`config.mk`:
```
export PLATFORM = sky130hd
export DESIGN_NAME = latrnq_bank_write_ctrl_flat
export DESIGN_NICKNAME = d
export VERILOG_FILES = /design/src/rtl/latrnq_bank_write_ctrl_if.sv /design/src/rtl/latrnq_bank_write_ctrl.sv /design/src/flat_wrapper.sv
export SDC_FILE = /design/constraint.sdc
export NUM_CORES = 1
export LEC_CHECK = 0
export BUFFER_PORTS_ARGS = -buffer_cell sky130_fd_sc_hd__clkbuf_2
export CAP_MARGIN = 20
export CORE_MARGIN = 1
export CORE_UTILIZATION = 35
export DETAILED_ROUTE_END_ITERATION = 6
export GPL_TIMING_DRIVEN = 0
export PLACE_DENSITY = 0.63
export SYNTH_ARGS = -nofsm -noshare
export SYNTH_HDL_FRONTEND = slang
export SYNTH_SLANG_ARGS = --single-unit
```
`constraint.sdc`:
```
create_clock -name clk -period 3.9 [get_ports clk]
set_clock_uncertainty 0.1 [all_clocks]
set_input_delay 0.78 -clock clk [delete_from_list [all_inputs] [get_ports clk]]
set_output_delay 0.78 -clock clk [all_outputs]
set_load 0.005 [all_outputs]
```
`src/rtl/latrnq_bank_write_ctrl_if.sv`:
```
// Write-request and latch-bank signals of the latch bank write controller.
// The master drives requests and observes the bank side. The slave is the
// controller itself.
interface latrnq_bank_write_ctrl_if #(
  parameter int unsigned WIDTH = 8,
  parameter int unsigned DEPTH = 4,
  parameter int unsigned AW    = 2
);

  logic             wr_valid;
  logic             wr_ready;
  logic [AW-1:0]    wr_addr;
  logic [WIDTH-1:0] wr_data;
  logic             clr_req;
  logic [WIDTH-1:0] ld;
  logic [DEPTH-1:0] le;
  logic             lrn;
  logic             addr_err;
  logic             busy;

  modport master (
    output wr_valid,
    output wr_addr,
    output wr_data,
    output clr_req,
    input  wr_ready,
    input  ld,
    input  le,
    input  lrn,
    input  addr_err,
    input  busy
  );

  modport slave (
    input  wr_valid,
    input  wr_addr,
    input  wr_data,
    input  clr_req,
    output wr_ready,
    output ld,
    output le,
    output lrn,
    output addr_err,
    output busy
  );

endinterface

```
`src/rtl/latrnq_bank_write_ctrl.sv`:
```
// Write sequencer for a bank of active-low-reset D-latches.
// A write request becomes a registered four-cycle sequence: D is set up on the
// accept edge, a single latch enable is pulsed for one cycle, then D is held one
// more cycle before the next request can be taken. It also owns the bank clear.
module latrnq_bank_write_ctrl #(
  parameter int unsigned WIDTH = 8,
  parameter int unsigned DEPTH = 4,
  parameter int unsigned AW    = 2
) (
  input  logic                    clk,
  input  logic                    rn,
  latrnq_bank_write_ctrl_if.slave bus
);

  typedef enum logic [2:0] {
    StIdle,
    StSetup,
    StOpen,
    StHold,
    StClear
  } state_e;

  // DEPTH widened by one bit so DEPTH == 2**AW still compares correctly.
  localparam logic [AW:0] DepthW = (AW+1)'(DEPTH);

  state_e           state_q, state_d;
  logic [WIDTH-1:0] ld_q, ld_d;
  logic [DEPTH-1:0] le_q, le_d;
  logic             lrn_q, lrn_d;
  logic             addr_err_q, addr_err_d;
  logic [AW-1:0]    addr_q, addr_d;
  logic             addr_ok_q, addr_ok_d;
  logic             in_range;

  assign in_range = ({1'b0, bus.wr_addr} < DepthW);

  // Sequencer next-state and registered-output decode.
  always_comb begin
    state_d    = state_q;
    ld_d       = ld_q;
    le_d       = '0;
    lrn_d      = 1'b1;
    addr_err_d = 1'b0;
    addr_d     = addr_q;
    addr_ok_d  = addr_ok_q;
    unique case (state_q)
      StIdle: begin
        if (bus.clr_req) begin
          // Clear wins over a simultaneous write.
          state_d = StClear;
          lrn_d   = 1'b0;
        end else if (bus.wr_valid) begin
          state_d    = StSetup;
          ld_d       = bus.wr_data;
          addr_d     = bus.wr_addr;
          addr_ok_d  = in_range;
          addr_err_d = ~in_range;
        end
      end
      StSetup: begin
        state_d = StOpen;
        // Out-of-range writes run the full sequence with no enable.
        if (addr_ok_q) begin
          le_d = DEPTH'(1) << addr_q;
        end
      end
      StOpen:  state_d = StHold;
      StHold:  state_d = StIdle;
      StClear: state_d = StIdle;
      default: state_d = StIdle;
    endcase
  end

  // State and output flops; reset clears the bank and kills any enable at once.
  always_ff @(posedge clk or negedge rn) begin
    if (!rn) begin
      state_q    <= StIdle;
      ld_q       <= '0;
      le_q       <= '0;
      lrn_q      <= 1'b0;
      addr_err_q <= 1'b0;
      addr_q     <= '0;
      addr_ok_q  <= 1'b0;
    end else begin
      state_q    <= state_d;
      ld_q       <= ld_d;
      le_q       <= le_d;
      lrn_q      <= lrn_d;
      addr_err_q <= addr_err_d;
      addr_q     <= addr_d;
      addr_ok_q  <= addr_ok_d;
    end
  end

  assign bus.ld       = ld_q;
  assign bus.le       = le_q;
  assign bus.lrn      = lrn_q;
  assign bus.addr_err = addr_err_q;
  assign bus.busy     = (state_q != StIdle);
  assign bus.wr_ready = (state_q == StIdle) & ~bus.clr_req;

endmodule

```
`src/flat_wrapper.sv`:
```
// flat-port wrapper written by rule: the top's interface ports become plain ports
module latrnq_bank_write_ctrl_flat 
#(
  parameter int unsigned WIDTH = 8,
  parameter int unsigned DEPTH = 4,
  parameter int unsigned AW    = 2
)
  (clk, rn, bus_wr_valid, bus_wr_addr, bus_wr_data, bus_clr_req, bus_wr_ready, bus_ld, bus_le, bus_lrn, bus_addr_err, bus_busy);
  latrnq_bank_write_ctrl_if #(.WIDTH(WIDTH), .DEPTH(DEPTH), .AW(AW)) bus_i ();
  input  logic clk;
  input  logic rn;
  input wire logic [$bits(bus_i.wr_valid)-1:0] bus_wr_valid;
  input wire logic [$bits(bus_i.wr_addr)-1:0] bus_wr_addr;
  input wire logic [$bits(bus_i.wr_data)-1:0] bus_wr_data;
  input wire logic [$bits(bus_i.clr_req)-1:0] bus_clr_req;
  output wire logic [$bits(bus_i.wr_ready)-1:0] bus_wr_ready;
  output wire logic [$bits(bus_i.ld)-1:0] bus_ld;
  output wire logic [$bits(bus_i.le)-1:0] bus_le;
  output wire logic [$bits(bus_i.lrn)-1:0] bus_lrn;
  output wire logic [$bits(bus_i.addr_err)-1:0] bus_addr_err;
  output wire logic [$bits(bus_i.busy)-1:0] bus_busy;
  assign bus_i.wr_valid = bus_wr_valid;
  assign bus_i.wr_addr = bus_wr_addr;
  assign bus_i.wr_data = bus_wr_data;
  assign bus_i.clr_req = bus_clr_req;
  assign bus_wr_ready = bus_i.wr_ready;
  assign bus_ld = bus_i.ld;
  assign bus_le = bus_i.le;
  assign bus_lrn = bus_i.lrn;
  assign bus_addr_err = bus_i.addr_err;
  assign bus_busy = bus_i.busy;
  latrnq_bank_write_ctrl #(.WIDTH(WIDTH), .DEPTH(DEPTH), .AW(AW)) u_core (.clk(clk), .rn(rn), .bus(bus_i));
endmodule
```
# --- Word-level counts from Yosys, hierarchy flattened ---
# Cells that the tools add are included.
word_totals:
  n_memories: 0
  input_bits: 14
  elab_cells: 22
  ff_bits: 19
  latch_bits: 0
  out_inout_bits: 16
  rom_bits: 0
  mem_bits_rw: 0
classes:
  shift: 1
  n_div: 0
  add_sub_neg: 0
  n_bitwise: 2
  n_mul: 0
  eq_ne: 3
  reduce_logical: 3
  n_lt_le_gt_ge: 0
  n_mux: 7
op_table:
  columns: ["operator", "count"]
  rows:
  - ["$pmux W3 S3", 1]
  - ["$mux W4", 2]
  - ["$mux W3", 2]
  - ["$shl A1 B2 Y4 const A", 1]
  - ["$eq A3 B1 Y1 const B", 1]
  - ["$eq A3 B2 Y1 const B", 1]
  - ["$logic_not A3 Y1", 1]
  - ["$ne A3 B3 Y1 const B", 1]
  - ["$reduce_and A3 Y1", 1]
  - ["$reduce_bool A3 Y1", 1]
  - ["$mux W1", 2]
  - ["$and A1 B1 Y1", 1]
  - ["$not A1 Y1", 1]

# --- Logic depth before layout (Yosys ltp) ---
# Gate-level depths: netlist (run 1).
logic_depth:
  ltp_word: 3
  mapped_depth: 4
  mapped_depth_nobuf: 3

# --- Worst setup path after synthesis (run 1) ---
# OpenSTA, ideal clock, no wires.
synth_timing:
  path_kind: "input to output"
  startpoint: "in bus_clr_req"
  endpoint: "out bus_wr_ready"
  path_stages: 1
  slack_ns: 2.134
  t_required_ns: 3.020
  arrival_time_ns: 0.886
  cell_sequence: "nor2_1"
synth_via:
  elab_chain_cells: 2
synth_rtl:
  columns: ["element", "line_no", "rtl"]
  rows:
  - ["from (decl)", "flat_wrapper.sv:15", "input wire logic [$bits(bus_i.clr_req)-1:0] bus_clr_req;"]
  - ["$not A1 Y1 (no source line)", null, null]
  - ["$and A1 B1 Y1", "latrnq_bank_write_ctrl.sv:100", "assign bus.wr_ready = (state_q == StIdle) & ~bus.clr_req;"]
  - ["to (decl)", "flat_wrapper.sv:16", "output wire logic [$bits(bus_i.wr_ready)-1:0] bus_wr_ready;"]
# Every way passes these cells.

# --- Worst setup path after layout (run 1) ---
layout_timing:
  startpoint: "reg u_core.state_q[1]"
  endpoint: "out bus_wr_ready"
layout_via:
  elab_chain_cells: 2
layout_rtl:
  columns: ["element", "line_no", "rtl"]
  rows:
  - ["from (decl)", "latrnq_bank_write_ctrl.sv:26", "state_e state_q, state_d;"]
  - ["from (signal assigned)", "latrnq_bank_write_ctrl.sv:77", "state_q <= StIdle;"]
  - ["from (signal assigned)", "latrnq_bank_write_ctrl.sv:85", "state_q <= state_d;"]
  - ["$logic_not A3 Y1", "latrnq_bank_write_ctrl.sv:100", null]
  - ["$and A1 B1 Y1", "latrnq_bank_write_ctrl.sv:100", null]
# Every way passes these cells.

==> results.cfg, run 1 <==
[final_layout]
fin_util_pct = 47.8
drive_gt1_share_pct = 56.1
syn_to_final_growth_pct = 26.5
layout_commonest_cell = clkbuf_2
final_cell_mix = clkbuf_2, dfrtp_1, mux2_4
antenna_cells = 0
nNetsFinal = 97

[run_status]
status = finished, final reports clean

[sta]
rsz0062_at_grt = no
holdWs_ns = 0.313
fin_crit_ns = 2.12
clock.fmax_mhz = 472
hold_viol = 0
fin_crit_sh_pct = 54.3
setup_viol = 0
finalSetupTns_ns = 0
slew_violations = 0

[clock_tree]
cts.repair.resized = 0
numCtsBuffers = 3
cts_tree = built
cts_sinks = 19
cts-root-buf = clkbuf_4
clk_latency_ns = 0.29
post-cts-setup-buffer-count = 0
cts_max_path_buffers = 2
postCtsHoldBufs = 0
clk_pin_slew_ns = 0.10
h-tree-depth = 1

[worst_setup_path]
critPathRequiredTime_ns = 3.02
crit_type = flop to output pin
start_kind = flop
end_kind = output pin
cp_max_fo = 4
arrival_ns = 1.24

[synthesis]
ys_seq_area_share_pct = 62.9
syn_avg_cell_area_um2 = 15.1
ys_warn_count = 0
synth_top_area_share_pct = 62.9
syn_area_um2 = 756
synthCells = 50
synth_nets = 64
synthTopCellsByArea = dfrtp_1, mux2_4, mux2_2
ys_ff_latch = 19
synth_top_cell_by_area = dfrtp_1
synth_cell_types = 18

[power]
peakVddDrop_mv = 0.351
power_mw = 0.671
p_switching_mw = 0.201
cellLeakagePower_nw = 0.510
p_seq_share_pct = 49.5
internal_power_mw = 0.470
netSwitchingFraction_pct = 30.0
power.density_nw_per_um2 = 702
p_clk_share_pct = 14.2
comb_power_share_pct = 36.2

[route]
drt-total-wl_um = 1200
route.detailed.drc = 0
wl_per_cell_um = 11.0
ant_nets = 0
routed-via-count = 479
via_per_inst = 4.39
drt_iter0_drc = 2
drt-pass1-iter-count = 2

[die]
dieArea_um2 = 2350
rows = 16
start_util_pct = 37.8
core_region_area_um2 = 2000
dieWidth_um = 48.5
boundaryPins = 30
fp.dieH_um = 48.5

[grt]
grt_pass1_vias = 453
grt_usage_pct = 12.0
grt_first_pass_wirelength_um = 2030
grt_overflow = 0
grt_antenna_before_repair = 0
grt_max_degree = 20

[placement]
numPortBuffers = 28
place.gp.congestion = 0.678
hpwl_um = 859

[job]
cap_violations = 0

[worst_hold_path]
worst_hold_path_type = primary input to asynchronous set/reset pin
==> per-layer routing <==
layer,GRT usage (%),wire [µm],vias up
li1,-,-,228
met1,13.7,552,227
met2,19.5,551,22
met3,5.66,79,2
met4,4.41,13,0
met5,0,0,-
==> state kept, by name, summed over array words and instances, names as in the netlist <==
name and flops:
u_core.addr_ok_q 1, u_core.addr_q 2, u_core.bus.ld 8, u_core.bus.le 4, u_core.bus.lrn 1, u_core.state_q 3
==> critical path, cell delays in order (launching register included) <==
cell and delay (ns):
dfrtp_1 0.44, nor3_4 0.23, inv_1 0.07, nor2_1 0.09, clkbuf_2 0.11
==> cells in the mapped netlist, drive strengths merged <==
cell type   n
and3        1
nand3b      1
buf         2
nand2b      3
nor3b       1
nor3        1
dfrtp      19
mux2       10
inv         2
nand2       2
and2        1
and4bb      1
conb        1
nor2        3
a21oi       1
o21ai       1
==> cells by family after synthesis <==
group | Yosys count | share of synthesized area [%]
muxes | 10 | 18.9
and+or+nand+nor | 14 | 12.9
buffers and inverters | 4 | 3.48
other | 1 | 0.496
DFF | 19 | 62.9
AOI/OAI and AO/OA | 2 | 1.32
==> per-stage QoR <==
stage          instance area, µm²  setup slack (ns)  instances
2_1_floorplan                 756              2.13         50
3_3_place_gp                  930              1.95        105
3_5_place_dp                  930              1.94        105
4_1_cts                       956              1.76        109
5_1_grt                       956              1.70        109
6_report                      956              1.78        109
==> power by group through the flow <==
| stage | Sequential (mW) | Combinational [mW] | Clock (mW) |
|---|---|---|---|
| 2_1_floorplan | 0.332 | 0.152 | 0 |
| 3_3_place_gp | 0.329 | 0.242 | 0 |
| 3_5_place_dp | 0.335 | 0.245 | 0 |
| 4_1_cts | 0.332 | 0.248 | 0.100 |
| 5_1_grt | 0.344 | 0.267 | 0.109 |
| 6_report | 0.332 | 0.243 | 0.0956 |
==> area by class of cell <==
| class | instances | area [µm²] |
|---|---|---|
| Fill cell | 205 | 1050 |
| Sequential cell | 19 | 475 |
| Multi-Input combinational cell | 27 | 254 |
| Timing Repair Buffer | 28 | 140 |
| Tap cell | 27 | 33.8 |
| Clock buffer | 4 | 26.3 |
| Buffer | 2 | 18.8 |
| Inverter | 2 | 7.51 |
==> path summary, 6_finish.rpt <==
path,from,to,slack [ns],cells past startpoint
setup reg to reg,u_core.state_q[1],u_core.bus.ld[6],2.39,4
hold reg to reg,u_core.addr_ok_q,u_core.addr_ok_q,0.39,1
hold / removal,rn,u_core.addr_q[0],0.31,1
max in group asynchronous,rn,u_core.bus.ld[5],3.08,1
min in group clk,u_core.addr_ok_q,u_core.addr_ok_q,0.39,1
setup / recovery,u_core.state_q[1],bus_wr_ready,1.78,4
(Power assumes the default switching activity.)
==> run 2: changes to the inputs <==
Clock period 3.9 ns to 2.2 ns, I/O delays scaled along.
==> run 2 against run 1 <==
Compared with the run above: global-route usage is 0.27 points higher; highest routed layer unchanged; core utilization increased by 0.50 points; first-iteration DRC count did not move; register-to-register slack got worse by 1.7 ns; routed wire length rose by 2.9%; sequential cell count unchanged; non-clock buffer count grew 1; final area rose by 1.0%; power rose by 78%; sequential share of layout area is 0.52 points lower.
==> results.cfg, run 2 (synthesis results as in run 1) <==
[worst_setup_path]
start_kind = flop
ff2ff_path_depth = 4
timing.rr.start = u_core.state_q[1]
reg2reg_to = u_core.bus.ld[2]
critPathRequiredTime_ns = 1.66
crit_type = flop to output pin
arrival_ns = 1.24
end_kind = output pin
cp_max_fo = 4
ff2ff_setup_slack_ns = 0.69

[placement]
place.gp.congestion = 0.678
hpwl_um = 859
numPortBuffers = 28
place_area_um2 = 930

[final_layout]
drive_gt1_share_pct = 55.4
largest_reg_flops = 8
final_cell_mix = clkbuf_2, dfrtp_1, mux2_4
layout_commonest_cell = clkbuf_2
antenna_cells = 0
nNetsFinal = 98
fin_area_um2 = 966
syn_to_final_growth_pct = 27.8

[die]
start_util_pct = 37.8
fp.dieH_um = 48.5
dieWidth_um = 48.5
boundaryPins = 30
dieArea_um2 = 2350
core_region_area_um2 = 2000
rows = 16

[clock_tree]
cts_tree = built
clk_pin_slew_ns = 0.10
cts-root-buf = clkbuf_4
numCtsBuffers = 3
cts_max_path_buffers = 2
cts.repair.resized = 0
cts_sinks = 19
clk_latency_ns = 0.29
h-tree-depth = 1

[grt]
grt_pass1_vias = 459
grt_overflow = 0
grt_first_pass_wirelength_um = 2060
grt_usage_pct = 12.2
grt_antenna_before_repair = 0
grt_max_degree = 20

[sta]
finalSetupTns_ns = 0
rsz0062_at_grt = no
hold_viol = 0
fin_crit_sh_pct = 80.8
fin_crit_ns = 1.78
clock.fmax_mhz = 563
setup_viol = 0
slew_violations = 0

[run_status]
status = finished, final reports clean

[worst_hold_path]
hold_depth = 2
worst_hold_path_type = primary input to flop
min_from = bus_wr_data[0]
whs_endpoint = u_core.bus.ld[0]

[route]
via_per_inst = 4.39
drt-total-wl_um = 1230
routed-via-count = 483
wl_per_cell_um = 11.2
route.detailed.drc = 0
drt_iter0_drc = 2
drt-pass1-iter-count = 2
ant_nets = 0

[power]
power.density_nw_per_um2 = 1230
cellLeakagePower_nw = 0.514
peakVddDrop_mv = 0.622

[job]
cap_violations = 0
run 2: final cells by class:
| type | instances | area, µm² |
|---|---|---|
| tap | 27 | 33.8 |
| fill | 204 | 1040 |
| buffer | 2 | 18.8 |
| clock buffer | 4 | 26.3 |
| sequential | 19 | 475 |
| multi-input combinational | 27 | 254 |
| inverter | 2 | 7.51 |
| timing repair buffer | 29 | 150 |
run 2: stage by stage:
step           utilization (%)  total power, mW  setup WS [ns]  hold slack, ns  std cells
3_5_place_dp              46.4             1.03          0.699           0.310        105
5_1_grt                   48.3             1.28          0.345           0.261        110
3_3_place_gp              46.4             1.01          0.717           0.310        105
2_1_floorplan                -            0.859          0.793          0.0444         50
6_report                  48.3             1.19          0.422           0.274        110
4_1_cts                   48.3             1.21          0.404           0.263        110
run 2: worst max-delay path by stage:
stage	startpoint	end	slack, ns	cells past startpoint
after floorplan	u_core.state_q[1]	u_core.addr_q[0]	0.79	4
after global placement	u_core.state_q[1]	u_core.bus.ld[4]	0.72	4
after detailed placement	u_core.state_q[1]	u_core.bus.ld[2]	0.70	4
after CTS	u_core.state_q[1]	bus_wr_ready	0.40	4
after global routing	u_core.state_q[1]	bus_wr_ready	0.34	4
final	u_core.state_q[1]	bus_wr_ready	0.42	4
run 2: power by group:
group          leakage, nW  switching, mW  internal [mW]
logic                0.268          0.156          0.277
clock network       0.0150         0.0989         0.0705
registers            0.231          0.103          0.486
total                0.514          0.357          0.834
run 2: what timing repair did:
action	CTS	global route
hold buffers	1	0
setup buffers	0	0
endpoints found under the hold margin	19	0
run 2: layer usage:
| layer | global-route usage [%] | up-vias | wire length, µm | share of wire [%] |
|---|---|---|---|---|
| met5 | 0 | - | 0 | 0 |
| met4 | 4.41 | 0 | 13 | 1.1 |
| met3 | 5.66 | 2 | 79 | 6.4 |
| met2 | 20.4 | 22 | 582 | 47 |
| met1 | 13.7 | 229 | 556 | 45 |
| li1 | - | 230 | - | - |
run 2: critical path: stages (launching register included):
cell and delay [ns]:
dfrtp_1 0.44, nor3_4 0.23, inv_1 0.07, nor2_1 0.09, clkbuf_2 0.11
==> run 3: changes to the inputs <==
Settings changed: ABC_AREA set to 1, PLACE_DENSITY 0.63 to 0.65.
Clock period 2.2 ns to 1.6 ns, I/O delays scaled along.
==> run 3 against run 2 <==
Compared with the run above: largest cell class unchanged; core utilization increased by 1.8 points; power increased by 37%; critical endpoint unchanged; cell count increased by 28%; synthesized area increased by 1.3%; combinational power increased by 48%; worst setup slack got worse by 0.38 ns; final area increased by 3.6%.
==> results.cfg, run 3 <==
[run_status]
status = finished, final reports clean

[sta]
setup_viol = 0
fin_crit_ns = 1.56
hold_viol = 0
fin_crit_sh_pct = 97.3
clock.fmax_mhz = 642
worst_slack_ns = 0.0434
slew_violations = 0

[synthesis]
syn_avg_cell_area_um2 = 9.82
synth_edf_count = 0
synthArstFlopShare_pct = 100
synthTopCellsByCount = nand2_1, dfrtp_1, nand4_1
synthTopCellsByArea = dfrtp_1, nand2_1, nand4_1
syn_area_um2 = 766
synth_top_area_share_pct = 62.1
ys_seq_area_share_pct = 62.1
synth_top_cell_by_area = dfrtp_1
synth_flop_cell = dfrtp_1
synth_nets = 92
ys_ff_latch = 19
synthCells = 78
yosys.cell_count.top_type = nand2_1
synth_cell_types = 14
ys_warn_count = 0

[power]
power.density_nw_per_um2 = 1630
comb_power_share_pct = 39.3
cellLeakagePower_nw = 0.576
power_mw = 1.63
internal_power_mw = 1.05
peakVddDrop_mv = 0.822
p_clk_share_pct = 14.7
netSwitchingFraction_pct = 35.9
p_switching_mw = 0.587
p_seq_share_pct = 46.1

[worst_setup_path]
path_cells = nor2_4 -> nand2_2 -> nor2_1 -> clkbuf_2
critPathRequiredTime_ns = 1.18
crit_path_end = bus_wr_ready
reg2reg_to = u_core.bus.ld[7]
ff2ff_path_depth = 7
critPathSlowestCell = dfrtp_1
arrival_ns = 1.14
crit_path_max_incr_delay_ns = 0.42
cp-startpoint = u_core.state_q[1]
crit_type = flop to output pin
end_kind = output pin
timing.rr.start = u_core.state_q[1]
cp_max_fo = 4
ff2ff_setup_slack_ns = 0.23
start_kind = flop

[placement]
hpwl_um = 1000
pre_cts_slack_ns = 0.335
place_area_um2 = 940
numPortBuffers = 28
place.gp.congestion = 0.730

[final_layout]
register_area_um2 = 475
drive_gt1_share_pct = 36.8
largest_reg_flops = 8
fill_cells = 205
antenna_cells = 0
syn_to_final_growth_pct = 30.7
layout_commonest_cell = clkbuf_2
multiInputGateArea_um2 = 231
final_cell_mix = clkbuf_2, nand2_1, dfrtp_1
fin_util_pct = 50.0
fin_area_um2 = 1000
nNetsFinal = 129

[route]
route.detailed.drc = 0
via_per_inst = 4.58
routed-via-count = 646
ant_nets = 0
drt_iter0_drc = 18
wl_per_cell_um = 10.2
drt-total-wl_um = 1440
drt-pass1-iter-count = 4

[die]
fp.dieH_um = 48.8
dieArea_um2 = 2380
start_util_pct = 38.2
dieWidth_um = 48.8
boundaryPins = 30
core_region_area_um2 = 2000
rows = 16

[grt]
grt_first_pass_wirelength_um = 2250
grt_usage_pct = 12.7
grt_antenna_before_repair = 0
grt_overflow = 0
grt_pass1_vias = 514
grt_max_degree = 20

[clock_tree]
cts_max_path_buffers = 2
h-tree-depth = 1
cts-root-buf = clkbuf_4
clk_latency_ns = 0.30
numCtsBuffers = 3
cts_sinks = 19
clk_pin_slew_ns = 0.10
cts_tree = built

[worst_hold_path]
worst_hold_path_type = primary input to flop

[job]
cap_violations = 0
-- run 3: worst min path at each step --
| stage | to | cells after the start | start | slack (ns) |
|---|---|---|---|---|
| 4_1_cts | u_core.bus.ld[5] | 3 | bus_wr_data[5] | 0.13 |
| 3_5_place_dp | u_core.state_q[1] | 1 | rn | 0.19 |
| 6_report | u_core.bus.ld[2] | 3 | bus_wr_data[2] | 0.14 |
| 3_3_place_gp | u_core.state_q[1] | 1 | rn | 0.19 |
| 5_1_grt | u_core.bus.ld[6] | 3 | bus_wr_data[6] | 0.14 |
| 2_1_floorplan | u_core.addr_ok_q | 0 | rn | -0.08 |
-- run 3: through the flow --
stage	hold WS, ns	instances	setup TNS, ns
after global routing	0.142	141	-0.0160
after global placement	0.189	133	0
final	0.140	141	0
after floorplan	-0.0756	78	0
after detailed placement	0.186	133	0
after CTS	0.133	138	0
-- run 3: cells by family after synthesis --
logic type | Yosys count | share of synthesized area (%)
AND/OR/NAND/NOR | 47 | 29.4
other | 1 | 0.490
flip-flops | 19 | 62.1
buffers and inverters | 11 | 8.01
-- run 3: cell type report --
type,instances,share of cell area (%)
inverters,6,2.25
clock buffers,4,2.63
flip-flops and latches,19,47.5
repair buffers,32,17.3
well taps,27,3.38
plain buffers,5,3.88
multi-input cells,48,23.1
-- run 3: layer usage --
layer / share of wire (%) / global-route usage, % / routed length (µm)
met1: 42 / 15.0 / 605
met2: 49 / 21.1 / 707
met3: 6.4 / 2.18 / 92
met4: 2.3 / 8.82 / 33
met5: 0 / 0 / 0
-- run 3: power by group through the flow --
stage	registers, mW	clock network (mW)	logic, mW
floorplan	0.762	0	0.334
global placement	0.758	0	0.566
detailed placement	0.761	0	0.575
CTS	0.754	0.249	0.577
global route	0.775	0.266	0.727
finish	0.753	0.240	0.642
-- run 3: timing repair --
action,4_1_cts,5_1_grt
hold buffers,1,0
endpoints found under the hold margin,19,0
gates resized for setup,0,1
setup endpoints to repair,1,1
setup buffers,0,3
pin swaps,1,1
-- run 3: critical path: cells and delay by family (launching register included) --
family	cells	cell delay, ns
buffers and inverters	1	0.11
DFF	1	0.42
and+or+nand+nor	3	0.30
